<file path="src/rtl/fft_reorder_buf.sv">
// Ping-pong frame buffer: fills one bank in natural order while the other
// bank drains in bit-reversed address order, sustaining one word per cycle.
module fft_reorder_buf #(
    parameter int DATA_W = 136,
    parameter int ADDR_W = 3
) (
    input  logic              clk,
    input  logic              rst,
    input  logic              in_valid,
    input  logic [DATA_W-1:0] in_data,
    output logic              in_ready,
    output logic              out_valid,
    output logic [DATA_W-1:0] out_data,
    input  logic              out_ready,
    output logic              out_last
);
    localparam int DEPTH = 1 << ADDR_W;
    localparam logic [ADDR_W-1:0] LAST_IDX = ADDR_W'(DEPTH - 1);

    // Handshakes: a word moves on any rising edge where valid && ready are
    // both high; a producer holding valid keeps its data stable until ready.
    logic [DATA_W-1:0] mem_q [2][DEPTH];
    logic [1:0]        full_q, full_d;
    logic              wb_q, wb_d;
    logic              rb_q, rb_d;
    logic [ADDR_W-1:0] wi_q, wi_d;
    logic [ADDR_W-1:0] ri_q, ri_d;
    logic [ADDR_W-1:0] ri_rev;
    logic              wr_en, rd_en;

    always_comb begin
        ri_rev = '0;
        for (int b = 0; b < ADDR_W; b++) begin
            ri_rev[b] = ri_q[ADDR_W-1-b];
        end
    end

    assign in_ready  = !full_q[wb_q];
    assign out_valid = full_q[rb_q];
    assign out_data  = mem_q[rb_q][ri_rev];
    assign out_last  = out_valid && (ri_q == LAST_IDX);

    assign wr_en = in_valid && in_ready;
    assign rd_en = out_valid && out_ready;

    // Write and read always target different banks, so both updates may apply.
    always_comb begin
        full_d = full_q;
        wb_d   = wb_q;
        rb_d   = rb_q;
        wi_d   = wi_q;
        ri_d   = ri_q;
        if (wr_en) begin
            if (wi_q == LAST_IDX) begin
                full_d[wb_q] = 1'b1;
                wi_d         = '0;
                wb_d         = !wb_q;
            end else begin
                wi_d = wi_q + 1'b1;
            end
        end
        if (rd_en) begin
            if (ri_q == LAST_IDX) begin
                full_d[rb_q] = 1'b0;
                ri_d         = '0;
                rb_d         = !rb_q;
            end else begin
                ri_d = ri_q + 1'b1;
            end
        end
    end

    always_ff @(posedge clk) begin
        if (rst) begin
            full_q <= '0;
            wb_q   <= 1'b0;
            rb_q   <= 1'b0;
            wi_q   <= '0;
            ri_q   <= '0;
        end else begin
            full_q <= full_d;
            wb_q   <= wb_d;
            rb_q   <= rb_d;
            wi_q   <= wi_d;
            ri_q   <= ri_d;
        end
    end

    always_ff @(posedge clk) begin
        if (rst) begin
            for (int bk = 0; bk < 2; bk++) begin
                for (int a = 0; a < DEPTH; a++) begin
                    mem_q[bk][a] <= '0;
                end
            end
        end else if (wr_en) begin
            mem_q[wb_q][wi_q] <= in_data;
        end
    end

endmodule

</file>
<file path="config.mk">
export PLATFORM = sky130hd
export DESIGN_NAME = fft_reorder_buf
export DESIGN_NICKNAME = d
export VERILOG_FILES = /design/src/rtl/fft_reorder_buf.sv
export SDC_FILE = /design/constraint.sdc
export NUM_CORES = 2
export LEC_CHECK = 0
export ABC_AREA = 1
export CORE_ASPECT_RATIO = 1.25
export CORE_MARGIN = 8
export CORE_UTILIZATION = 29
export CTS_BUF_LIST = sky130_fd_sc_hd__clkbuf_4 sky130_fd_sc_hd__clkbuf_8
export CTS_CLUSTER_SIZE = 20
export DETAILED_ROUTE_END_ITERATION = 8
export PLACE_DENSITY = 0.46
export SLEW_MARGIN = 10
export SYNTH_ARGS = -nofsm -noshare
export SYNTH_HDL_FRONTEND = slang
export SYNTH_SLANG_ARGS = --single-unit
</file>
<file path="constraint.sdc">
create_clock -name clk -period 11.5 [get_ports clk]
set_input_delay 2.875 -clock clk [delete_from_list [all_inputs] [get_ports clk]]
set_output_delay 2.875 -clock clk [all_outputs]
set_load 0.1 [all_outputs]
</file>
==> summary.txt <==
Critical path
  • Crit. End Element: primary output
  • Worst EP required: 8630 ps
  • Largest fanout on the critical path: 162
  • Delay of the slowest cell on the worst path: 1200 ps
  • Worst reg2reg startpoint: wb_q
  • CP dominant cell by count: nand3_1
  • Worst Path Buf+Inv: 3
  • Crit path DAT: 5780 ps
  • Critical path launch point type: flop
  • CP max-delay cell: clkdlybuf4s50_1
  • Flop2flop setup slack: 6120 ps
  • Setup CP Type: reg -> out
  • Critical path, cell by cell: buf_12 -> buf_4 -> nand3_1 -> nand3_1 -> nand3_1 -> nand2_1 -> clkdlybuf4s50_1
  • Reg-to-reg endpoint: mem_q[0][95]
  • Delay-heaviest family, CP: buffers and inverters
  • FF-to-FF path depth: 6

Yosys
  • Synth warnings: 0
  • Synth Instances: 9,704
  • Yosys cell types: 21
  • Syn_area_per_cell: 9.90 sq um
  • Synth Net Count: 9,848
  • #FFs+latches synth: 2,187
  • Seq/Total Area, Yosys: 68.3%
  • Cell area after synthesis: 0.0960 sq mm

Detailed routing
  • Final WL: 337 mm
  • DRT antenna net count: 0
  • Initial DRC count: 5,730
  • Routed length per placed instance: 23.2 um
  • Vias/cell: 4.81
  • DR pass1 iterations: 8
  • Total number of vias: 69,900
  • DRC viols: 0

Global routing
  • Vias in the first global route: 69,600
  • Initial antenna violation count: 11
  • Grt ovf: 0
  • Pin count of the biggest net entering global routing: 211
  • GRT Total Usage: 18.6%
  • First-pass GRT wire length: 486 mm

Pwr
  • P_int: 13.0 mW
  • Clk pwr share: 38.5%
  • Total power: 17.6 mW
  • Sw frac: 25.8%
  • Sequential Power Share: 53.3%
  • Power share of the combinational group: 8.3%
  • P per Cell Area: 159 mW/mm^2
  • NetSw: 4.53 mW
  • Pleak: 44.5 nW
  • Max rail drop VDD: 0.0000883 V

CTS
  • TritonCTS clock tree: yes
  • Clk pin slew, worst setup/hold paths: 60 ps
  • CTS sink cnt: 2,187
  • Root Driver: clkbuf_8
  • Post_cts resized: 0
  • Hold-fix buffers, CTS: 0
  • CTS max path bufs: 4
  • Clock buffer count from CTS: 369
  • Clock latency on the worst-skew pair: 1020 ps
  • H-tree levels: 5
  • Post-CTS Setup Inserts: 0

Finish
  • Layout Nets: 10,000
  • Layout cells sized above 1: 7.02%
  • Non-filler cells, final: 14,500
  • End-of-flow core utilization: 33.3%
  • Area growth from synthesis to layout: 14.6%

Floorplan
  • IO Pins: 279
  • Row count: 236
  • Die Span Y: 659 um
  • Chip width: 531 um
  • Initial Utilization: 29.1%
  • DIE AREA: 0.350 sq mm
  • Core Area: 0.330 sq mm

Placement
  • Hpwl dp: 171 mm
  • Number of buffers added on ports: 278
  • Placed Instances: 13,900
  • Final Wtd Congestion: 0.743
  • DP Worst Slack: 2940 ps

Run
  • Max-cap violations: 0

STA
  • Crit share post-route: 75.3%
  • Setup ws final: 2840 ps
  • Clock skew: 104 ps
  • Slew @ Worst Pin: 1290 ps
  • Final setup fails: 0
  • Slew HR: 13.7%
  • Final Hold Viols: 0
  • Slew Viols, Final: 0
  • Fin Setup TNS: 0 ps
  • Maximum clock rate: 116 MHz
  • RSZ-0062 raised after global routing: false
  • Final min period: 8660 ps

Worst hold path
  • Hold crit path type: reg -> reg
  • Hold Startpoint: full_q[1]
  • End of the worst hold path: full_q[1]
  • WHS Path Cells: 2

Outcome
  • Status: completed
==> placed cells by master, fill, tap and decap left out, types with 89 or more instances in the layout <==
cell type,instances
buf_4,89
clkbuf_4,128
clkbuf_8,371
clkdlybuf4s50_1,276
clkinv_1,227
edfxtp_1,2176
inv_1,732
nand2_1,3048
nand3_1,1554
nor2_1,1376
==> tightest hold or removal path, delay by kind of cell (launching register included) <==
family	cells	cell delay, ps
flops	1	370
simple gates	1	90
compound gates	1	60
==> per-stage QoR <==
step	hold WS [ps]	instance area (sq um)
after floorplan	474	96000
after global placement	516	103000
after detailed placement	534	103000
after CTS	550	110000
after global routing	589	110000
final	552	110000
==> sequential cells by signal (all words and copies together) (netlist names), named ones only <==
name    count
wb_q        1
ri_q        3
full_q      2
mem_q    2176
wi_q        3
rb_q        1
==> synthesized netlist by cell type <==
master,count,area [sq um]
edfxtp_1,2176,65300
nand3_1,1554,7780
nor2_1,1377,5170
clkbuf_1,354,1330
o21ai_0,5,25.0
ha_1,4,50.1
o21ai_2,1,8.76
buf_4,1,7.51
or2_2,11,68.8
a31oi_1,2,12.5
buf_1,89,334
inv_2,1,3.75
a21oi_1,10,50.1
nand3_2,1,10.0
nand2_1,3066,11500
nand4_1,3,18.8
inv_1,736,2760
clkinv_1,138,518
buf_2,163,816
dfxtp_1,11,220
nor2_2,1,6.26
==> metal layers <==
metal | track usage [%] | vias to the layer above | share of wire [%]
li1 | - | 32100 | -
met1 | 24.0 | 34900 | 42
met2 | 32.7 | 2381 | 50
met3 | 2.35 | 534 | 5.4
met4 | 5.55 | 2 | 3.1
met5 | 0 | - | 0.0033
==> worst max-delay path by stage <==
stage / startpoint / to / slack (ps) / depth (start not counted)
floorplan: rst / mem_q[1][272] / 880 / 5
global placement: rst / mem_q[0][99] / 3050 / 8
detailed placement: rst / mem_q[0][93] / 2940 / 8
CTS: ri_q[2] / out_data[120] / 2810 / 7
global route: flop / out_data[86] / 2630 / 9
finish: ri_q[2] / out_data[120] / 2840 / 7
==> power by group through the flow <==
stage | Combinational (mW) | Sequential, mW | Clock (mW)
2_1_floorplan | 0.840 | 9.56 | 0
3_3_place_gp | 1.48 | 9.51 | 0
3_5_place_dp | 1.48 | 9.52 | 0
4_1_cts | 1.49 | 9.36 | 6.91
5_1_grt | 1.56 | 9.39 | 7.22
6_report | 1.45 | 9.35 | 6.75
==> layout make-up <==
type	count	area (sq um)
diodes	7	17.5
clock inverters	142	782
multi-input cells	6035	24900
flip-flops and latches	2187	65600
well taps	4403	5510
clock buffers	499	6070
repair buffers	389	3910
inverters	875	3330
fillers	33900	220000
==> kinds of logic after synthesis <==
family | synth area share [%]
buffers and inverters | 6.01
flip-flops | 68.3
AO/OA/AOI/OAI | 0.100
AND/OR/NAND/NOR | 25.6
adder cells (fa/ha/maj) | 0.0521
Power figures use the tool's default switching activity.
